--- config.mk ---
export PLATFORM = sky130hd
export DESIGN_NAME = axi_r_ch
export DESIGN_NICKNAME = d
export VERILOG_FILES = /design/src/rtl/axi_r_ch.sv
export SDC_FILE = /design/constraint.sdc
export NUM_CORES = 1
export LEC_CHECK = 0
export ABC_CLOCK_PERIOD_IN_PS = 3730
export CORE_ASPECT_RATIO = 1.1
export CORE_MARGIN = 1.5
export CORE_UTILIZATION = 35
export DETAILED_ROUTE_END_ITERATION = 7
export PLACE_DENSITY = 0.89
export SLEW_MARGIN = 30
export SYNTH_ARGS = -nofsm -noshare
export SYNTH_HDL_FRONTEND = slang
export SYNTH_SLANG_ARGS = --single-unit
--- constraint.sdc ---
create_clock -name clk -period 3.73 [get_ports clk]
set_input_delay 0.5595 -clock clk [delete_from_list [all_inputs] [get_ports clk]]
set_output_delay 0.5595 -clock clk [all_outputs]
set_load 0.005 [all_outputs]
--- src/rtl/axi_r_ch.sv ---
// AXI read-data channel router. Three slaves feed two masters, and the upper RID nibble selects the master.
// Each master has round-robin arbitration with a per-burst lock. Define AXI_R_CH_SKID_EN for a 2-entry skid buffer per master output.
module axi_r_ch #(
   parameter int ID_BITS   = 4,
   parameter int IDS_BITS  = 8,
   parameter int DATA_BITS = 32,
   parameter int RESP_BITS = 2
) (
   input  logic                 clk,
   input  logic                 rst,
   input  logic [IDS_BITS-1:0]  id_s0_i,
   input  logic [DATA_BITS-1:0] data_s0_i,
   input  logic [RESP_BITS-1:0] resp_s0_i,
   input  logic                 last_s0_i,
   input  logic                 valid_s0_i,
   output logic                 ready_s0_o,
   input  logic [IDS_BITS-1:0]  id_s1_i,
   input  logic [DATA_BITS-1:0] data_s1_i,
   input  logic [RESP_BITS-1:0] resp_s1_i,
   input  logic                 last_s1_i,
   input  logic                 valid_s1_i,
   output logic                 ready_s1_o,
   input  logic [IDS_BITS-1:0]  id_s2_i,
   input  logic [DATA_BITS-1:0] data_s2_i,
   input  logic [RESP_BITS-1:0] resp_s2_i,
   input  logic                 last_s2_i,
   input  logic                 valid_s2_i,
   output logic                 ready_s2_o,
   output logic [ID_BITS-1:0]   id_m0_o,
   output logic [DATA_BITS-1:0] data_m0_o,
   output logic [RESP_BITS-1:0] resp_m0_o,
   output logic                 last_m0_o,
   output logic                 valid_m0_o,
   input  logic                 ready_m0_i,
   output logic [ID_BITS-1:0]   id_m1_o,
   output logic [DATA_BITS-1:0] data_m1_o,
   output logic [RESP_BITS-1:0] resp_m1_o,
   output logic                 last_m1_o,
   output logic                 valid_m1_o,
   input  logic                 ready_m1_i
);
   localparam int TAG_BITS  = IDS_BITS - ID_BITS;
   localparam int BEAT_BITS = ID_BITS + DATA_BITS + RESP_BITS + 1;

   typedef enum logic {ST_IDLE, ST_LOCK} state_t;
   typedef logic [BEAT_BITS-1:0] beat_t;

   function automatic logic [1:0] inc3(input logic [1:0] x);
      return (x == 2'd2) ? 2'd0 : x + 2'd1;
   endfunction

   // Slot 3 is a permanently idle dummy so any 2-bit slave index stays in range.
   beat_t               w_s_beat [4];
   logic [3:0]          w_s_valid;
   logic [TAG_BITS-1:0] w_s_tag  [3];
   logic [2:0]          w_orphan;
   logic [1:0][2:0]     w_grant;
   logic [1:0]          w_m_ready;
   logic [1:0]          w_m_valid;
   beat_t               w_m_beat [2];

   assign w_s_beat[0] = {id_s0_i[ID_BITS-1:0], data_s0_i, resp_s0_i, last_s0_i};
   assign w_s_beat[1] = {id_s1_i[ID_BITS-1:0], data_s1_i, resp_s1_i, last_s1_i};
   assign w_s_beat[2] = {id_s2_i[ID_BITS-1:0], data_s2_i, resp_s2_i, last_s2_i};
   assign w_s_beat[3] = '0;
   assign w_s_valid   = {1'b0, valid_s2_i, valid_s1_i, valid_s0_i};
   assign w_s_tag[0]  = id_s0_i[IDS_BITS-1:ID_BITS];
   assign w_s_tag[1]  = id_s1_i[IDS_BITS-1:ID_BITS];
   assign w_s_tag[2]  = id_s2_i[IDS_BITS-1:ID_BITS];
   assign w_m_ready   = {ready_m1_i, ready_m0_i};

   always_comb begin
      for (int s = 0; s < 3; s++)
         w_orphan[s] = w_s_valid[s] && (w_s_tag[s] != TAG_BITS'(1)) && (w_s_tag[s] != TAG_BITS'(2));
   end

   for (genvar m = 0; m < 2; m++) begin : g_path
      state_t     r_state, w_state_nxt;
      logic [1:0] r_src, r_rr, w_src_nxt, w_rr_nxt, w_sel;
      logic [1:0] w_order [3];
      logic [3:0] w_cand;
      logic       w_sel_act, w_sel_valid, w_last, w_hs, w_int_ready;
      beat_t      w_beat;

      always_comb begin
         w_cand[3] = 1'b0;
         for (int s = 0; s < 3; s++)
            w_cand[s] = w_s_valid[s] && (w_s_tag[s] == TAG_BITS'(m + 1));
      end

      assign w_order[0] = r_rr;
      assign w_order[1] = inc3(r_rr);
      assign w_order[2] = inc3(inc3(r_rr));

      // NOTE: every combinational output gets a default first so no path can infer a latch.
      always_comb begin
         w_sel     = r_src;
         w_sel_act = (r_state == ST_LOCK);
         if (r_state == ST_IDLE) begin
            // Scan lowest priority first so the highest-priority candidate is written last.
            for (int k = 2; k >= 0; k--) begin
               if (w_cand[w_order[k]]) begin
                  w_sel     = w_order[k];
                  w_sel_act = 1'b1;
               end
            end
         end
      end

      assign w_sel_valid = w_sel_act & w_s_valid[w_sel];
      assign w_beat      = w_sel_valid ? w_s_beat[w_sel] : '0;
      assign w_last      = w_beat[0];
      assign w_hs        = w_sel_valid & w_int_ready;
      assign w_grant[m]  = {w_sel_act && (w_sel == 2'd2), w_sel_act && (w_sel == 2'd1),
                            w_sel_act && (w_sel == 2'd0)} & {3{w_int_ready}};

      always_comb begin
         w_state_nxt = r_state;
         w_src_nxt   = r_src;
         w_rr_nxt    = r_rr;
         case (r_state)
            ST_IDLE: begin
               if (w_sel_valid) begin
                  if (w_hs && w_last) begin
                     w_rr_nxt = inc3(w_sel);
                  end else begin
                     w_state_nxt = ST_LOCK;
                     w_src_nxt   = w_sel;
                  end
               end
            end
            ST_LOCK: begin
               if (w_hs && w_last) begin
                  w_state_nxt = ST_IDLE;
                  w_rr_nxt    = inc3(r_src);
               end
            end
            default: w_state_nxt = ST_IDLE;
         endcase
      end

      // NOTE: sequential state uses non-blocking assignments only.
      always_ff @(posedge clk or negedge rst) begin
         if (!rst) begin
            r_state <= ST_IDLE;
            r_src   <= '0;
            r_rr    <= '0;
         end else begin
            r_state <= w_state_nxt;
            r_src   <= w_src_nxt;
            r_rr    <= w_rr_nxt;
         end
      end

`ifdef AXI_R_CH_SKID_EN
      logic  r_main_v, r_skid_v;
      beat_t r_main, r_skid;

      assign w_int_ready  = ~r_skid_v;
      assign w_m_valid[m] = r_main_v;
      assign w_m_beat[m]  = r_main;

      // NOTE: payload registers are reset too, so the master sees zeros while rst is low.
      always_ff @(posedge clk or negedge rst) begin
         if (!rst) begin
            r_main_v <= 1'b0;
            r_skid_v <= 1'b0;
            r_main   <= '0;
            r_skid   <= '0;
         end else if (!r_main_v || w_m_ready[m]) begin
            if (r_skid_v) begin
               r_main_v <= 1'b1;
               r_main   <= r_skid;
               r_skid_v <= 1'b0;
            end else begin
               r_main_v <= w_hs;
               r_main   <= w_beat;
            end
         end else if (w_hs) begin
            r_skid_v <= 1'b1;
            r_skid   <= w_beat;
         end
      end
`else
      assign w_int_ready  = w_m_ready[m];
      assign w_m_valid[m] = w_sel_valid & rst;
      assign w_m_beat[m]  = rst ? w_beat : '0;
`endif
   end

   assign {id_m0_o, data_m0_o, resp_m0_o, last_m0_o} = w_m_beat[0];
   assign {id_m1_o, data_m1_o, resp_m1_o, last_m1_o} = w_m_beat[1];
   assign valid_m0_o = w_m_valid[0];
   assign valid_m1_o = w_m_valid[1];

   // Gating with rst keeps every ready low during reset even if the combinational path is active.
   assign ready_s0_o = rst & (w_grant[0][0] | w_grant[1][0] | w_orphan[0]);
   assign ready_s1_o = rst & (w_grant[0][1] | w_grant[1][1] | w_orphan[1]);
   assign ready_s2_o = rst & (w_grant[0][2] | w_grant[1][2] | w_orphan[2]);
endmodule

==> run_results.csv <==
group,metric,value,unit
detailed_routing,dr_wl_met3,1730,µm
critical_path,cp-start-kind,"input pin",
placed_design,finalWeightedCongestion,0.927,
global_route,antenna_found_initial,1,
logic_synthesis,synthTopCellsByArea,"mux2_2 (18%), a21oi_1 (14%), nand2_1 (11%)",
power_and_ir_drop,powerDensity,590,nW/µm²
logic_synthesis,synth_xor_area_share,0,%
critical_path,worst_r2r_endpoint,"g_path[0].r_src[0]$_DFFE_PN0P_",
cts,insertion_delay,250,ps
finish,layout-drive-gt1-share,38.7,%
logic_synthesis,synth_compound_area_share,32.6,%
floorplanning,pin_count,219,
cts,cts_buffer_depth,2,
worst_hold_path,hold_path_class,"flop to flop",
detailed_routing,vias,5245,
detailed_routing,avgRoutedWirePerCell,21.9,µm
power_and_ir_drop,p_sw,1.85,mW
timing,worst_clock_skew,2.25,ps
logic_synthesis,synth_common_cells,"nand2_1 (82), nor2_1 (82), a21oi_1 (80), mux2_2 (45), a22oi_1 (38)",
cts,clk_pin_slew,50,ps
status,failed_checks,"negative setup slack",
floorplanning,die_x,89.2,µm
critical_path,worstPathArrival,3280,ps
logic_synthesis,ys_seq_area_share,8.76,%
floorplanning,die_y,97.8,µm
finish,fill_cells,464,
logic_synthesis,synthesis.area,2860,µm²
detailed_routing,avgViaCountPerCell,6.11,
finish,n_antenna_cell,0,
power_and_ir_drop,seqPwrFrac,6.8,%
timing,slew_headroom,63.6,%
global_route,grt_max_degree,31,
logic_synthesis,async_flop_share,100,%
detailed_routing,ant_nets,0,
finish,final_util,82.6,%
critical_path,reg2reg_slack,550,ps
logic_synthesis,yosys.area.top_type_share,17.7,%
logic_synthesis,synth_nets,595,
timing,hold_viol,0,
cts,numCtsBuffers,3,
floorplanning,coreArea,7910,µm²
timing,maxSlewViolCount,0,
cts,cts_tree,"done",
timing,finalWorstSetupSlack,-110,ps
critical_path,setup.worst_path.start,"id_s0_i[7]",
power_and_ir_drop,leakage,3.24,nW
global_route,grt_usage,36.0,%
critical_path,crit_fanout,4,
floorplanning,row_count,34,
logic_synthesis,ys_warn_count,0,
logic_synthesis,synth_adder_area_share,0,%
timing,setup_viol,17,
critical_path,ff2ff_path_depth,11,
logic_synthesis,syn_avg_cell_area,6.23,µm²
detailed_routing,dr.pass1.iters,6,
timing,fin_crit,3840,ps
cts,cts-root-buf,"clkbuf_8",
global_route,grt_pass1_wl,24800,µm
critical_path,crit_end,"data_m0_o[7]",
critical_path,end_kind,"output port",
logic_synthesis,synth-seq-cells,10,
placed_design,dp_hpwl,11700,µm
logic_synthesis,synth.largest_area_cell,"mux2_2",
power_and_ir_drop,clockPowerShare,3.9,%
logic_synthesis,ys.flop_type,"dfrtp_1",
power_and_ir_drop,ir_worst_vdd,0.000380,V
cts,ctsHoldBuffers,0,
critical_path,reg2reg_from,"g_path[0].r_state$_DFF_PN0_",
status,outcome,"complete, but fails checks",
global_route,grt_pass1_vias,5138,
finish,area_growth,129,%
timing,period_share,103,%
detailed_routing,wl_met2,9250,µm
logic_synthesis,synthCells,459,
job,cap_viol_max_count,0,
logic_synthesis,synth_edf_count,0,
logic_synthesis,synthSimpleGateAreaFrac,31.8,%
cts,htree_levels,1,
power_and_ir_drop,sw_frac_of_total,47.9,%
detailed_routing,drt_wl_total,18800,µm
detailed_routing,met1_length,6700,µm
floorplanning,start_util,36.1,%
detailed_routing,drcViolationCount,0,
timing,rsz0062_at_grt,"true",
placed_design,port_buffers,218,
detailed_routing,top_layer,"met5",
logic_synthesis,synth_cell_type_count,49,
detailed_routing,drt_iter0_markers,677,
timing,worst_slew_pin_slew,546,ps
logic_synthesis,synthMuxAreaShare,20.3,%
placed_design,pre_cts_ws,-579,ps
floorplanning,die_area,8720,µm²
power_and_ir_drop,p_comb_share,89.3,%
critical_path,critPathRequiredTime,3170,ps
critical_path,path_class,"input pin to output port",
logic_synthesis,synth_top_family_by_area,"compound AO/OA/AOI/OAI gates",
timing,fmax,260,MHz
finish,fin_nets,887,
cts,cts.sinks,10,
power_and_ir_drop,internal_power,2.01,mW
timing,finalSetupTns,-827,ps
global_route,grt_remaining_overflow,0,
## worst min path at each step
stage                     cells after the start                        endpoint  slack (ps)                           start
after floorplan                               0   g_path[0].r_rr[0]$_DFFE_PN0P_         260                             rst
after global placement                        1  g_path[1].r_src[1]$_DFFE_PN0P_         540  g_path[1].r_src[1]$_DFFE_PN0P_
after detailed placement                      1  g_path[1].r_src[1]$_DFFE_PN0P_         560  g_path[1].r_src[1]$_DFFE_PN0P_
after CTS                                     1  g_path[0].r_src[0]$_DFFE_PN0P_         600  g_path[0].r_src[0]$_DFFE_PN0P_
after global routing                          1  g_path[0].r_src[0]$_DFFE_PN0P_         710  g_path[0].r_src[0]$_DFFE_PN0P_
final                                         1  g_path[0].r_src[0]$_DFFE_PN0P_         660  g_path[0].r_src[0]$_DFFE_PN0P_
## flip-flops by register name (all words and copies together), names as in the netlist
signal	cells
g_path.r_rr	4
g_path.r_src	4
g_path.r_state	2
## layout make-up
cell class	instances	area [µm²]	area share, %
clock buffers	4	55.1	0.842
inverters	4	15.0	0.230
multi-input cells	403	2820	43.1
flip-flops and latches	10	250	3.83
well taps	108	135	2.07
repair buffers	329	3260	49.9
## through the flow
| stage | power, mW | cells | hold slack (ps) | area, µm² |
|---|---|---|---|---|
| floorplan | 1.59 | 459 | 264 | 2860 |
| global placement | 2.81 | 799 | 540 | 5590 |
| detailed placement | 2.87 | 799 | 561 | 5590 |
| CTS | 3.20 | 817 | 600 | 5930 |
| global route | 4.01 | 858 | 708 | 6540 |
| finish | 3.86 | 858 | 663 | 6540 |
## kinds of logic after synthesis
| family | count (synthesis) |
|---|---|
| AO/OA/AOI/OAI | 145 |
| multiplexers | 52 |
| flip-flops | 10 |
| buffers and inverters | 46 |
| AND/OR/NAND/NOR | 206 |
## critical path, stage by stage
cell       delay, ps
buf_6             90
or3b_4           410
or4_4            540
a32oi_4          360
buf_6            150
nor2b_4          150
a22o_4           170
nand3_4          140
clkbuf_16        200
buf_6            110
buf_4            120
nor2_1           120
clkbuf_2         130
## cells in the final DEF (no fill, tap or decap), types with 3 or more instances in the layout
master           count
a211o_1              3
a21oi_1             76
a21oi_2              4
a22oi_1             35
a22oi_2              3
and3_1               4
buf_12              14
buf_2               13
buf_4               61
buf_6               26
buf_8                4
clkbuf_16            7
clkbuf_2            41
clkbuf_8             4
clkdlybuf4s50_1    120
dfrtp_1             10
dlygate4sd2_1       11
dlymetal6s2s_1      27
inv_1                4
mux2_2              43
mux2i_1              3
nand2_1             80
nand2b_4             3
nand3_2              3
nand4_1              3
nor2_1              57
nor2_2              18
nor2_4               7
nor2b_4              4
## timing repair
action / 4_1_cts / 5_1_grt
setup buffers: 12 / 36
gates cloned: 2 / 7
gates resized for setup: 120 / 215
endpoints found under the setup margin: 83 / 83
pin swaps: 10 / 15
## power by group through the flow
stage                     logic (mW)  registers, mW  clock network (mW)
after floorplan                 1.39          0.201                   0
after global placement          2.58          0.230                   0
after detailed placement        2.63          0.233                   0
after CTS                       2.81          0.247               0.145
after global routing            3.59          0.271               0.151
final                           3.45          0.264               0.149
## layer usage
| metal | GRT usage [%] | vias up |
|---|---|---|
| met3 | 6.34 | 125 |
| met1 | 40.6 | 2433 |
| met5 | 0 | - |
| met2 | 62.1 | 450 |
| li1 | - | 2235 |
| met4 | 20.5 | 2 |
No activity file was read; power rests on OpenSTA's default activity.
